==> config.mk <==
export PLATFORM = sky130hd
export DESIGN_NAME = vga_framebuffer
export DESIGN_NICKNAME = d
export VERILOG_FILES = /design/src/rtl/vga_fb_pkg.sv /design/src/rtl/vga_fb_row_unit.sv /design/src/rtl/vga_framebuffer.sv
export SDC_FILE = /design/constraint.sdc
export NUM_CORES = 1
export LEC_CHECK = 0
export ABC_CLOCK_PERIOD_IN_PS = 3600
export CAP_MARGIN = 20
export CORE_MARGIN = 4
export CORE_UTILIZATION = 25
export CTS_CLUSTER_DIAMETER = 120
export CTS_CLUSTER_SIZE = 10
export DETAILED_ROUTE_END_ITERATION = 8
export PLACE_DENSITY_LB_ADDON = 0.2
export SYNTH_ARGS = -nofsm -noshare
export SYNTH_HDL_FRONTEND = slang
export SYNTH_SLANG_ARGS = --single-unit
==> constraint.sdc <==
create_clock -name clk -period 3.6 [get_ports clk]
set_clock_uncertainty 0.2 [all_clocks]
set_input_delay 0.54 -clock clk [delete_from_list [all_inputs] [get_ports clk]]
set_output_delay 0.54 -clock clk [all_outputs]
set_load 0.01 [all_outputs]
==> src/rtl/vga_fb_pkg.sv <==
// ============================================================================
// Module      : vga_fb_pkg
// Description : Shared opcodes, FSM state encoding and default geometry for
//               the double-buffered VGA framebuffer.
// Revision    : 1.0 - initial release
// ============================================================================
`default_nettype none

package vga_fb_pkg;

    localparam int unsigned C_DEF_WIDTH  = 10;
    localparam int unsigned C_DEF_HEIGHT = 10;

    localparam logic [2:0] OP_NOP     = 3'd0;
    localparam logic [2:0] OP_WRITE   = 3'd1;
    localparam logic [2:0] OP_CLEAR   = 3'd2;
    localparam logic [2:0] OP_FILL    = 3'd3;
    localparam logic [2:0] OP_SCROLL  = 3'd4;
    localparam logic [2:0] OP_PRESENT = 3'd5;
    localparam logic [2:0] OP_COPY    = 3'd6;

    typedef enum logic [1:0] {
        ST_IDLE      = 2'd0,
        ST_ROWOP     = 2'd1,
        ST_WAIT_SWAP = 2'd2
    } fb_state_t;

endpackage

`default_nettype wire

==> src/rtl/vga_fb_row_unit.sv <==
// ============================================================================
// Module      : vga_fb_row_unit
// Description : Combinational next value of one back-buffer row for the
//               whole-buffer row operations.
// Revision    : 1.0 - initial release
// ============================================================================
`default_nettype none

module vga_fb_row_unit
    import vga_fb_pkg::*;
#(
    parameter int unsigned WIDTH = C_DEF_WIDTH
) (
    input  logic [2:0]       i_op,
    input  logic [WIDTH-1:0] i_cur_row,
    input  logic [WIDTH-1:0] i_next_row,
    input  logic [WIDTH-1:0] i_front_row,
    input  logic             i_last_row,
    output logic [WIDTH-1:0] o_new_row
);

    always_comb begin
        o_new_row = i_cur_row;
        case (i_op)
            OP_CLEAR:  o_new_row = '0;
            OP_FILL:   o_new_row = '1;
            // Bottom row has nothing below it to pull up, so it blanks.
            OP_SCROLL: o_new_row = i_last_row ? '0 : i_next_row;
            OP_COPY:   o_new_row = i_front_row;
            default:   o_new_row = i_cur_row;
        endcase
    end

endmodule

`default_nettype wire

==> src/rtl/vga_framebuffer.sv <==
// ============================================================================
// Module      : vga_framebuffer
// Description : Double-buffered monochrome framebuffer; CPU edits the back
//               buffer, PRESENT swaps it to the front at the next frame start.
// Revision    : 1.0 - initial release
// ============================================================================
`default_nettype none

module vga_framebuffer
    import vga_fb_pkg::*;
#(
    parameter int unsigned WIDTH  = C_DEF_WIDTH,
    parameter int unsigned HEIGHT = C_DEF_HEIGHT
) (
    input  logic                      clk,
    input  logic                      rst,
    input  logic                      cmd_valid,
    output logic                      cmd_ready,
    input  logic [2:0]                cmd_op,
    input  logic [3:0]                cmd_x,
    input  logic [3:0]                cmd_y,
    input  logic                      cmd_data,
    input  logic                      frame_start,
    output logic [WIDTH*HEIGHT-1:0]   video_memory,
    output logic                      busy,
    output logic                      swap_pending,
    output logic                      cmd_err
);

    localparam int unsigned   ROW_W      = (HEIGHT > 1) ? $clog2(HEIGHT) : 1;
    localparam logic [ROW_W-1:0] C_LAST_ROW = ROW_W'(HEIGHT - 1);

    fb_state_t        r_state;
    fb_state_t        w_state_nxt;
    logic [2:0]       r_op;
    logic [ROW_W-1:0] r_row;
    logic [ROW_W-1:0] w_row_nxt_idx;
    logic             r_err;
    logic [WIDTH-1:0] r_back  [HEIGHT];
    logic [WIDTH-1:0] r_front [HEIGHT];

    logic             w_accept;
    logic             w_last_row;
    logic             w_wr_in_range;
    logic             w_is_rowop;
    logic [WIDTH-1:0] w_new_row;

    assign cmd_ready     = !rst && (r_state == ST_IDLE);
    assign busy          = !rst && (r_state != ST_IDLE);
    assign swap_pending  = !rst && (r_state == ST_WAIT_SWAP);
    assign cmd_err       = r_err;

    assign w_accept      = cmd_valid && cmd_ready;
    assign w_last_row    = (r_row == C_LAST_ROW);
    assign w_row_nxt_idx = w_last_row ? r_row : r_row + 1'b1;
    assign w_wr_in_range = (32'(cmd_x) < WIDTH) && (32'(cmd_y) < HEIGHT);
    assign w_is_rowop    = (cmd_op == OP_CLEAR) || (cmd_op == OP_FILL) ||
                           (cmd_op == OP_SCROLL) || (cmd_op == OP_COPY);

    vga_fb_row_unit #(
        .WIDTH (WIDTH)
    ) u_row_unit (
        .i_op        (r_op),
        .i_cur_row   (r_back[r_row]),
        .i_next_row  (r_back[w_row_nxt_idx]),
        .i_front_row (r_front[r_row]),
        .i_last_row  (w_last_row),
        .o_new_row   (w_new_row)
    );

    always_comb begin
        w_state_nxt = r_state;
        case (r_state)
            ST_IDLE: begin
                if (w_accept) begin
                    if (w_is_rowop) begin
                        w_state_nxt = ST_ROWOP;
                    end else if (cmd_op == OP_PRESENT) begin
                        w_state_nxt = ST_WAIT_SWAP;
                    end
                end
            end
            ST_ROWOP: begin
                if (w_last_row) begin
                    w_state_nxt = ST_IDLE;
                end
            end
            ST_WAIT_SWAP: begin
                if (frame_start) begin
                    w_state_nxt = ST_IDLE;
                end
            end
            default: w_state_nxt = ST_IDLE;
        endcase
    end

    always_ff @(posedge clk) begin
        if (rst) begin
            r_state <= ST_IDLE;
            r_op    <= OP_NOP;
            r_row   <= '0;
            r_err   <= 1'b0;
            for (int i = 0; i < int'(HEIGHT); i++) begin
                r_back[i]  <= '0;
                r_front[i] <= '0;
            end
        end else begin
            r_state <= w_state_nxt;
            r_err   <= 1'b0;
            case (r_state)
                ST_IDLE: begin
                    if (w_accept && (cmd_op == OP_WRITE)) begin
                        if (w_wr_in_range) begin
                            r_back[cmd_y][cmd_x] <= cmd_data;
                        end else begin
                            r_err <= 1'b1;
                        end
                    end
                    if (w_accept && w_is_rowop) begin
                        r_op  <= cmd_op;
                        r_row <= '0;
                    end
                end
                ST_ROWOP: begin
                    r_back[r_row] <= w_new_row;
                    r_row         <= w_last_row ? '0 : r_row + 1'b1;
                end
                ST_WAIT_SWAP: begin
                    // Whole-frame copy in one edge so the display never tears.
                    if (frame_start) begin
                        r_front <= r_back;
                    end
                end
                default: ;
            endcase
        end
    end

    generate
        for (genvar g = 0; g < int'(HEIGHT); g++) begin : g_rows
            assign video_memory[g*WIDTH +: WIDTH] = r_front[g];
        end
    endgenerate

endmodule

`default_nettype wire

==> flow_summary.toml <==
[outcome]
outcome = "finished clean"

[routing]
route.vias.total = 14600
route.detailed.drc = 0
top_layer = "met5"
dr.pass1.iters = 6
postRouteAntennaNets = 0
routed_via_density = 5.75
routed_wl_um = 64000
routedWlPerCell_um = 25.2
wl_met3_um = 5300
wl_met1_um = 28600
drtIter0Drc = 1702
dr_wl_met2_um = 27800

[cts]
clk_transition_reported_paths_ps = 60
clk_latency_ps = 550
cts_buffers = 24
clock-sinks = 210
htreeDepth = 1
cts_tree = "yes"
cts_hold_buf = 0
post_cts_buffers = 0
ctsResizeCount = 0
cts_root_buf = "clkbuf_16"
clock_path_buffers = 3

[timing]
rsz0062_at_grt = "no"
finalCritPeriodShare_pct = 90.7
max_freq_mhz = 306
setup_tns_ps = 0
maxSlewViolCount = 0
hold_viol = 0
finalCriticalPeriod_ps = 3270
setup_viol = 0
tightestPinTransition_ps = 1250
fin_ws_ps = 334
slew_headroom_pct = 17.0

[setup_path]
r2r_cells = 10
crit_end = "r_back[60]$_SDFFE_PP0P_"
crit_path_max_fanout = 31
max_stage_delay_ps = 570
slowest_stage = "mux4_2"
crit_top_cell = "inv_1"
critPathLaunchType = "flop"
crit_arrival_ps = 3500
crit_type = "reg -> reg"
reg2reg_to = "r_back[60]$_SDFFE_PP0P_"
critPathRequiredTime_ps = 3830
reg2reg_slack_ps = 330
path_cells = "inv_1, ha_1, and3b_1, inv_1, ha_2, buf_12, mux4_2, o211a_1, a21oi_1, nor3_1"
r2r_start = "r_row[1]$_SDFFE_PP0P_"
end_kind = "flop"
startpoint = "r_row[1]$_SDFFE_PP0P_"

[die]
fp.dieH_um = 240
num_rows = 84
start_util_pct = 25.4
io-pin-count = 120
chipWidth_um = 240
die_area_mm2 = 0.0576
core_area_mm2 = 0.0530

[placed_design]
dp_hpwl_um = 46400
routabilityCongestion = 0.906
port_buffers = 119
dpl_worst_slack_ps = 238
dp.cells = 2510

[cells_and_area]
utilization_pct = 31.0
finalNetCount = 1869
areaGrowthSynthToFinish_pct = 21.8
antenna_cells = 0
layout_common_cells = "336 x nand2_1, 263 x a21oi_1, 208 x dfxtp_1, 118 x clkdlybuf4s50_1, 101 x buf_4"
drive_above_1_share_pct = 12.3
final_common_cell = "nand2_1"
fin_cells = 2536

[synthesis]
synth_nets = 1777
ys.flop_type = "dfxtp_1"
synth-seq-cells = 210
seq_area_frac_synth_pct = 31.2
yosys.cell_types.count = 71
ys_async_sr_fraction_pct = 0
syn_area_mm2 = 0.0135
syn_inst = 1756
synth-edff-count = 0
ys.warnings.count = 0
synth_area_per_cell_um2 = 7.67

[power]
power_density_mw_per_mm2 = 310
ir_drop_v = 0.000295
total_power_uw = 5080
leakage_uw = 0.00522

[run]
cap_violations = 0

[grt]
grt_pass1_wl_um = 93300
gr-total-overflow = 0
grt_use_total_pct = 21.3
grt_max_degree = 101
grt_pass1_vias = 13400
antenna_found_initial = 4

[worst_hold_path]
min_from = "rst"
min_path_type = "in -> reg"
[logic make-up (layout without fill, tap and decap cells)]
kind of cell	after synthesis	after routing	synth area share [%]
xor+xnor	2	2	0.186
compound gates	584	584	26.6
mux	134	134	13.2
flops	210	210	31.2
buf+inv	174	266	5.84
simple gates	647	647	22.5
fa+ha+maj	5	5	0.465
[state kept, by name, summed over array words and instances, names as in the netlist]
name,flops
r_back,100
video_memory,100
r_row,4
r_state,2
r_op,3
cmd_err,1
[routing by layer]
layer	GRT usage, %	up-vias
met2	32.5	773
met3	3.29	145
met4	7.24	8
li1	-	6543
met5	0	-
met1	30.6	7119
[worst min path at each step]
stage | end | depth (start not counted) | slack [ps]
6_report | r_op[0]$_SDFFE_PP0P_ | 2 | 150
5_1_grt | r_op[0]$_SDFFE_PP0P_ | 2 | 180
4_1_cts | r_op[0]$_SDFFE_PP0P_ | 2 | 140
3_5_place_dp | video_memory[64]$_SDFFE_PP0P_ | 2 | 270
3_3_place_gp | video_memory[16]$_SDFFE_PP0P_ | 2 | 260
2_1_floorplan | video_memory[18]$_SDFFE_PP0P_ | 2 | 250
[cell usage after synthesis, types with 8 or more instances]
| cell type | n | area (um^2) |
|---|---|---|
| a211o_1 | 54 | 473 |
| a211oi_1 | 24 | 180 |
| a21oi_1 | 263 | 1320 |
| a22oi_1 | 30 | 225 |
| a31oi_1 | 13 | 81.3 |
| and2_1 | 17 | 106 |
| and3_1 | 11 | 68.8 |
| buf_1 | 13 | 48.8 |
| buf_2 | 42 | 210 |
| buf_4 | 11 | 82.6 |
| clkbuf_1 | 91 | 342 |
| dfxtp_1 | 210 | 4200 |
| inv_1 | 10 | 37.5 |
| mux2_2 | 12 | 135 |
| mux2i_1 | 88 | 881 |
| mux4_2 | 33 | 743 |
| nand2_1 | 337 | 1260 |
| nand3_1 | 31 | 155 |
| nor2_1 | 90 | 338 |
| nor3_1 | 96 | 480 |
| o2111ai_1 | 8 | 70.1 |
| o211a_1 | 8 | 80.1 |
| o211ai_1 | 15 | 113 |
| o21ai_0 | 88 | 440 |
| o21ai_1 | 33 | 165 |
| o221ai_1 | 8 | 70.1 |
| o22ai_1 | 9 | 56.3 |
| o31ai_1 | 10 | 75.1 |
[metrics by stage]
| stage | area (um^2) | hold WS (ps) |
|---|---|---|
| floorplan | 13500 | 251 |
| global placement | 15800 | 262 |
| detailed placement | 15800 | 266 |
| CTS | 16400 | 143 |
| global route | 16400 | 176 |
| finish | 16400 | 155 |
[critical path, delay by kind of cell, from the launching register on]
kind | cells | cell delay, ps
buffers and inverters | 3 | 470
AO/OA/AOI/OAI | 2 | 660
AND/OR/NAND/NOR | 2 | 270
adder cells (fa/ha/maj) | 2 | 540
multiplexers | 1 | 570
flip-flops | 1 | 390
[where the power goes]
part	total (uW)	internal (uW)	switching, uW	leakage (uW)
logic	503	145	358	0.00322
registers	2330	2330	7.27	0.00169
clock network	2240	1210	1030	0.000309
total	5080	3690	1390	0.00522
[cell type report]
class,count,area [um^2]
clock buffer,26,629
fill,5693,36600
inverter,10,37.5
multi-input combinational,1372,8510
sequential,210,4210
tap,688,861
timing repair buffer,230,2150
No activity file was read; power rests on OpenSTA's default activity.
